==> src/rtl/aes_gcm_block_scheduler.sv <==
// AES-GCM block scheduler: splits a frame (AAD + text lengths in bits) into 128-bit
// block descriptors spread round-robin over NUM_WORKERS. Optional statistics: AES_GCM_SCHED_STATS_EN.
module aes_gcm_block_scheduler #(
    parameter int NUM_WORKERS = 2,
    parameter int MAX_BLOCKS  = 100000,
    parameter int CNT_W       = 17
) (
    input  logic             clk,
    input  logic             rst,
    input  logic             i_start,
    output logic             o_ready,
    input  logic [127:0]     i_instance_size,
    input  logic             i_stall,
    input  logic             i_abort,
    output logic             o_valid,
    output logic [CNT_W-1:0] o_block_idx,
    output logic [3:0]       o_worker_id,
    output logic [2:0]       o_phase,
    output logic             o_new_instance,
    output logic             o_last_instance,
    output logic             o_done,
    output logic             o_error,
    output logic [31:0]      o_stat_frames,
    output logic [31:0]      o_stat_blocks
);

    typedef enum logic [1:0] {S_IDLE, S_ISSUE, S_DONE, S_ERR} state_t;

    state_t           state_q, state_d;
    logic [CNT_W-1:0] idx_q, idx_d;
    logic [CNT_W-1:0] aad_q, aad_d;
    logic [CNT_W-1:0] fin_q, fin_d;
    logic             valid_q, valid_d;
    logic [3:0]       worker_q, worker_d;
    logic [2:0]       phase_q, phase_d;
    logic             new_q, new_d;
    logic             last_q, last_d;
    logic             done_q, done_d;
    logic             error_q, error_d;
    logic             ready_q, ready_d;
    logic             issue;

    logic [63:0] aad_len, txt_len, tot64, aadb64;

    always_comb begin
        aad_len = i_instance_size[63:0];
        txt_len = i_instance_size[127:64];
        tot64   = (aad_len + txt_len) >> 7;
        aadb64  = aad_len >> 7;

        state_d = state_q;
        idx_d   = idx_q;
        aad_d   = aad_q;
        fin_d   = fin_q;
        valid_d = 1'b0;
        done_d  = 1'b0;
        error_d = 1'b0;
        ready_d = 1'b0;
        issue   = 1'b0;

        case (state_q)
            S_IDLE: begin
                ready_d = 1'b1;
                if (i_start) begin
                    // An AAD count at or beyond the frame end behaves identically to one equal
                    // to the frame end, so clipping keeps the stored value within CNT_W bits.
                    aad_d = (aadb64 > tot64) ? tot64[CNT_W-1:0] : aadb64[CNT_W-1:0];
                    fin_d = tot64[CNT_W-1:0] - 1'b1;
                    ready_d = 1'b0;
                    if (tot64 > 64'(MAX_BLOCKS)) begin
                        state_d = S_ERR;
                        error_d = 1'b1;
                    end else if (tot64 == 64'd0) begin
                        state_d = S_DONE;
                        done_d  = 1'b1;
                    end else begin
                        state_d = S_ISSUE;
                        idx_d   = '0;
                        valid_d = 1'b1;
                    end
                end
            end
            S_ISSUE: begin
                if (i_stall) begin
                    valid_d = 1'b1;
                end else begin
                    issue = 1'b1;
                    if (idx_q == fin_q) begin
                        state_d = S_DONE;
                        done_d  = 1'b1;
                    end else begin
                        idx_d   = idx_q + 1'b1;
                        valid_d = 1'b1;
                    end
                end
            end
            default: begin
                state_d = S_IDLE;
                ready_d = 1'b1;
            end
        endcase

        if (i_abort) begin
            state_d = S_IDLE;
            valid_d = 1'b0;
            done_d  = 1'b0;
            error_d = 1'b0;
            ready_d = 1'b1;
            issue   = 1'b0;
        end

        // Descriptor fields are precomputed for the next cycle so every output is a flop.
        worker_d = 4'b0;
        phase_d  = 3'b100;
        new_d    = 1'b0;
        last_d   = 1'b0;
        if (valid_d) begin
            worker_d = {2'b00, idx_d[1:0] & 2'(NUM_WORKERS - 1)};
            new_d    = (idx_d == '0);
            last_d   = (idx_d == fin_d);
            if (idx_d == fin_d) begin
                if (idx_d > aad_d)       phase_d = 3'b011;
                else if (idx_d == aad_d) phase_d = 3'b111;
                else                     phase_d = 3'b110;
            end else begin
                if (idx_d < aad_d)       phase_d = 3'b010;
                else if (idx_d == aad_d) phase_d = 3'b000;
                else                     phase_d = 3'b001;
            end
        end
    end

    always_ff @(posedge clk) begin
        if (rst) begin
            state_q  <= S_IDLE;
            idx_q    <= '0;
            aad_q    <= '0;
            fin_q    <= '0;
            valid_q  <= 1'b0;
            worker_q <= 4'b0;
            phase_q  <= 3'b100;
            new_q    <= 1'b0;
            last_q   <= 1'b0;
            done_q   <= 1'b0;
            error_q  <= 1'b0;
            ready_q  <= 1'b1;
        end else begin
            state_q  <= state_d;
            idx_q    <= idx_d;
            aad_q    <= aad_d;
            fin_q    <= fin_d;
            valid_q  <= valid_d;
            worker_q <= worker_d;
            phase_q  <= phase_d;
            new_q    <= new_d;
            last_q   <= last_d;
            done_q   <= done_d;
            error_q  <= error_d;
            ready_q  <= ready_d;
        end
    end

`ifdef AES_GCM_SCHED_STATS_EN
    logic [31:0] frames_q, frames_d;
    logic [31:0] blocks_q, blocks_d;

    always_comb begin
        frames_d = frames_q + 32'(done_d);
        blocks_d = blocks_q + 32'(issue);
    end

    always_ff @(posedge clk) begin
        if (rst) begin
            frames_q <= '0;
            blocks_q <= '0;
        end else begin
            frames_q <= frames_d;
            blocks_q <= blocks_d;
        end
    end

    assign o_stat_frames = frames_q;
    assign o_stat_blocks = blocks_q;
`else
    assign o_stat_frames = 32'd0;
    assign o_stat_blocks = 32'd0;
`endif

    assign o_ready         = ready_q;
    assign o_valid         = valid_q;
    assign o_block_idx     = idx_q;
    assign o_worker_id     = worker_q;
    assign o_phase         = phase_q;
    assign o_new_instance  = new_q;
    assign o_last_instance = last_q;
    assign o_done          = done_q;
    assign o_error         = error_q;

endmodule

==> config.mk <==
export PLATFORM = sky130hd
export DESIGN_NAME = aes_gcm_block_scheduler
export DESIGN_NICKNAME = d
export VERILOG_FILES = /design/src/rtl/aes_gcm_block_scheduler.sv
export SDC_FILE = /design/constraint.sdc
export NUM_CORES = 1
export LEC_CHECK = 0
export CAP_MARGIN = 20
export CORE_MARGIN = 2
export CORE_UTILIZATION = 35
export CTS_CLUSTER_DIAMETER = 40
export CTS_CLUSTER_SIZE = 30
export DETAILED_ROUTE_END_ITERATION = 6
export HOLD_SLACK_MARGIN = 0.02
export PLACE_DENSITY = 0.61
export SKIP_CTS_REPAIR_TIMING = 1
export SLEW_MARGIN = 10
export SYNTH_ARGS = -nofsm -noshare
export SYNTH_HDL_FRONTEND = slang
export SYNTH_SLANG_ARGS = --single-unit
==> constraint.sdc <==
create_clock -name clk -period 16.04 [get_ports clk]
set_clock_uncertainty 0.15 [all_clocks]
set_input_delay 3.208 -clock clk [delete_from_list [all_inputs] [get_ports clk]]
set_output_delay 3.208 -clock clk [all_outputs]
set_load 0.02 [all_outputs]
# Word level (Yosys, flattened, before mapping)
# Index checks and enable logic that the tools add are counted.
# classes
n_addsub	3
n_lt_le_gt_ge	4
n_eq_ne	7
muxes	38
bitwise	3
n_reduce_logical	7
# ops
op	n
$mux W17	10
$add A64 B64 Y64	1
$logic_not A64 Y1	1
$gt A57 B17 Y1 const B	1
$gt A57 B57 Y1	1
$eq A17 B17 Y1	3
$pmux W17 S2	1
$add A17 B1 Y17 const B	1
$gt A17 B17 Y1	1
$logic_not A17 Y1	1
$lt A17 B17 Y1	1
$sub A17 B1 Y17 const B	1
$mux W1	15
$mux W2	6
$mux W3	2
$ne A2 B2 Y1 const B	3
$pmux W1 S2	3
$pmux W2 S2	1
$reduce_or A2 Y1	2
$reduce_or A4 Y1	1
$not A1 Y1	3
$reduce_and A3 Y1	1
$eq A2 B1 Y1 const B	1
$logic_not A2 Y1	1
# totals
regBits	66
input_bits	133
output_inout_bits	94
elab_cells	75

# Logic depth before layout (Yosys ltp)
# depth
word_depth	10
mapped_depth	39
mapped_depth_nobuf	36

# Least setup slack after synthesis
# Ideal clock, no wire load.
# synth_timing
path_type	input -> register
start	input i_instance_size[8]
end	register phase_q[2], in the netlist o_phase[2]
setup_time_ps	74
t_arrival_ps	10005
required_ps	15816
path_slack_ps	5811
cell_stages	38
n_path_buf	2
cell_sequence	ha_1 nand2_1 a211oi_1 nor3_2 o211a_1 o21ba_2 o311ai_2 a31oi_1 xor2_1 ha_1 a21o_1 a21o_1 a21o_1 a21o_1 a21o_1 a21o_1 a221o_1 a21oi_1 (+2 left out) buf_1 buf_2 mux2i_1 nand2_1 o21ai_0 ha_1 nor2b_1 o21a_1 o21ai_0 nand2b_1 a21oi_1 o21ai_0 a221oi_1 nor2_1 a211oi_1 nor2_1 nand4b_1 o21ai_0
# synth_via
elab_chain_cells	9
word_cells_on_any_way	25
cone_classes	add/sub (2); order compare (3); eq/ne (1); mux (16); bitwise (1); reduce/logical (2)
# synth_lines
item	line_no	text
start, declared	12	input logic [127:0] i_instance_size,
parallel branches: the longest is 9 deep, another holds $add A64 B64 Y64	-	
end signal, assigned	154	phase_q <= phase_d;
end, declared	35	logic [2:0] phase_q, phase_d;
# Several ways; the timed one is not identified.
# A chain may end at the register's enable or synchronous reset.

# Final worst setup path
# layout_timing
start	input i_instance_size[11]
end	register phase_q[2], in the netlist o_phase[2]
# Same word-level chain as after synthesis.

==> reports/results.ini <==
[status]
status = completed

[setup_path]
cp_num_cells = 35
worstPathMaxFanout = 19
path_common_cell = o21ai_0
crit_buf_inv = 2
path_class = in -> reg
cp-start-kind = input pin
critPathSlowestCell = mux2i_1
r2r_cells = 19
worstPathArrival_ns = 11.67
crit_family = compound AO/OA/AOI/OAI gates
cpPeakStageDelay_ns = 0.61
critPathRequiredTime_ns = 16.15
worstSetupEndpointType = register

[clocking]
cts_inserted_buffers = 9
cts_max_path_buffers = 2
tritoncts = yes
cts_max_level = 3
root_buffer = clkbuf_16
clock-sinks = 63
cts.reportedPaths.clkPinSlew_ns = 0.06
clk_latency_ns = 0.33

[die]
die_h_um = 185.6
die_area_um2 = 34460
io_pins = 227
start_util_pct = 35.49
rows = 66
die_w_um = 185.6
core_area_um2 = 32540

[yosys]
ys_ff_latch = 63
synth_area_leaders = ha_1, dfxtp_1, a21oi_1
yosysTopAreaCell = ha_1
ys_seq_area_share_pct = 10.92
synthArstFlopShare_pct = 0
netlist.area_leader.share_pct = 14.84
avgSynthCellArea_um2 = 7.093
netlist_area_um2 = 11550
ys_warn_count = 0
synthTopCellsByCount = nor2_1, nand2_1, ha_1
synth_cell_types = 97
synthFlopType = dfxtp_1
synth_most_common_cell = nor2_1
netlist_instances = 1628
synth-edff-count = 0

[sta]
whs_ns = 0.3921
layout_setup_ws_ns = 4.480
max_slew_margin_pct = 40.90
hold_viol_final = 0
fin_crit_ns = 11.56
drv_slew = 0
finalCritPeriodShare_pct = 72.07
rsz0062_at_grt = false
setup_tns_ns = 0
worst_slew_pin_slew_ns = 0.8619
fmax_mhz = 86.50
setup_viol = 0

[routing]
drcViolationCount = 0
drt-initial-drc-count = 1354
viasPerCell = 5.940
dr.pass1.iters = 7
detail_route.wirelength_um = 42850
ant_nets = 0
num_vias = 12880
wire_per_inst_um = 19.76

[global_routing]
first_global_vias = 11810
antenna_found_initial = 0
grt_pass1_wl_um = 65230
grt_max_degree = 66
grt_use_total_pct = 24.25
globalRoute.totalOverflow = 0

[pwr]
p_leak_nw = 5.628
ir_worst_vdd_uv = 41.77
cellPowerDensity_nw_per_um2 = 66.89
total_power_w = 0.0008970

[placed_design]
portBuffers = 159
post-place-ws_ns = 4.250
place_congestion = 1.046
hpwl_um = 35670

[layout]
fin_util_pct = 41.22
nets = 1991
drive_above_1_share_pct = 3.650
fill_cells = 3481
area_growth_pct = 16.14
insertedDiodeCount = 0

[hold_path]
hold_depth = 2
hold_class = reg -> reg

[run]
maxCapViolCount = 0

[through the flow]
step / instances / cell area [um2]
2_1_floorplan: 1694 / 11800
3_3_place_gp: 2152 / 13150
3_5_place_dp: 2152 / 13150
4_1_cts: 2168 / 13410
5_1_grt: 2168 / 13410
6_report: 2168 / 13410
[placed cells by master (no fill, tap or decap), types with 19 or more instances in the layout]
cell             count
nand2_1            143
ha_1               137
nor3_1              36
conb_1              67
and4_1              27
a21o_1              63
nor4_1              23
nor2_1             162
dfxtp_1             63
xnor2_1             38
mux2i_1             28
o21ai_0            110
clkdlybuf4s50_1    159
nor2b_1             21
inv_1               50
o211ai_1            20
a21oi_1            123
xor2_1              39
a211oi_1            19
o21a_1              28
nand3_1             41
nand4_1             60
[final timing paths]
check | start | endpoint | slack (ns)
setup / recovery | i_instance_size[11] | o_phase[2] | 4.48
hold / removal | aad_q[5] | aad_q[5] | 0.39
setup reg to reg | o_block_idx[13] | o_phase[2] | 10.87
hold reg to reg | aad_q[5] | aad_q[5] | 0.39
[final cells by class]
class                   count  area (um2)  share of cell area, %
inverters                  50       187.7                  1.399
multi-input cells        1433        9514                  70.94
well taps                 442       553.0                  4.124
clock buffers              10       229.0                  1.707
clock inverters             6       37.54                 0.2799
repair buffers            164        1629                  12.15
flip-flops and latches     63        1261                  9.404
[sequential cells by signal, indices dropped and copies added (netlist names)]
register and count:
o_ready 1, fin_q 17, aad_q 17, o_new_instance 1
o_block_idx 17, o_last_instance 1, o_worker_id 1, o_error 1
o_phase 3, o_done 1, state_q 2, o_valid 1
[worst min-delay path, delay by kind of cell, from the launching register on]
family | cells | cell delay [ns]
AO/OA/AOI/OAI | 1 | 0.11
flip-flops | 1 | 0.30
AND/OR/NAND/NOR | 1 | 0.10
[metal layers]
metal	up-vias	share of wire (%)	track usage (%)	wire, um
met4	0	3.3	7.591	1434
met1	6007	44	32.72	18840
met3	103	8.8	4.246	3783
met5	-	0	0	0
li1	6148	-	-	-
met2	620	44	39.19	18790
[report_power, final]
group	internal [W]	switching, W	total, W
clock	0.000104	0.0000739	0.000177
combinational	0.000210	0.000334	0.000544
sequential	0.000168	0.00000810	0.000176
[logic make-up (layout without fill, tap and decap cells)]
group	Yosys count	in the layout	synth area share (%)
buffers and inverters	198	230	9.004
AOI/OAI and AO/OA	510	510	29.64
DFF	63	63	10.92
xor gates and xnor gates	77	77	5.840
muxes	32	32	2.817
other	1	67	0.03248
and+or+nand+nor	610	610	26.90
adders and majority gates	137	137	14.84
Note: power is estimated with default switching activity, not from simulation.
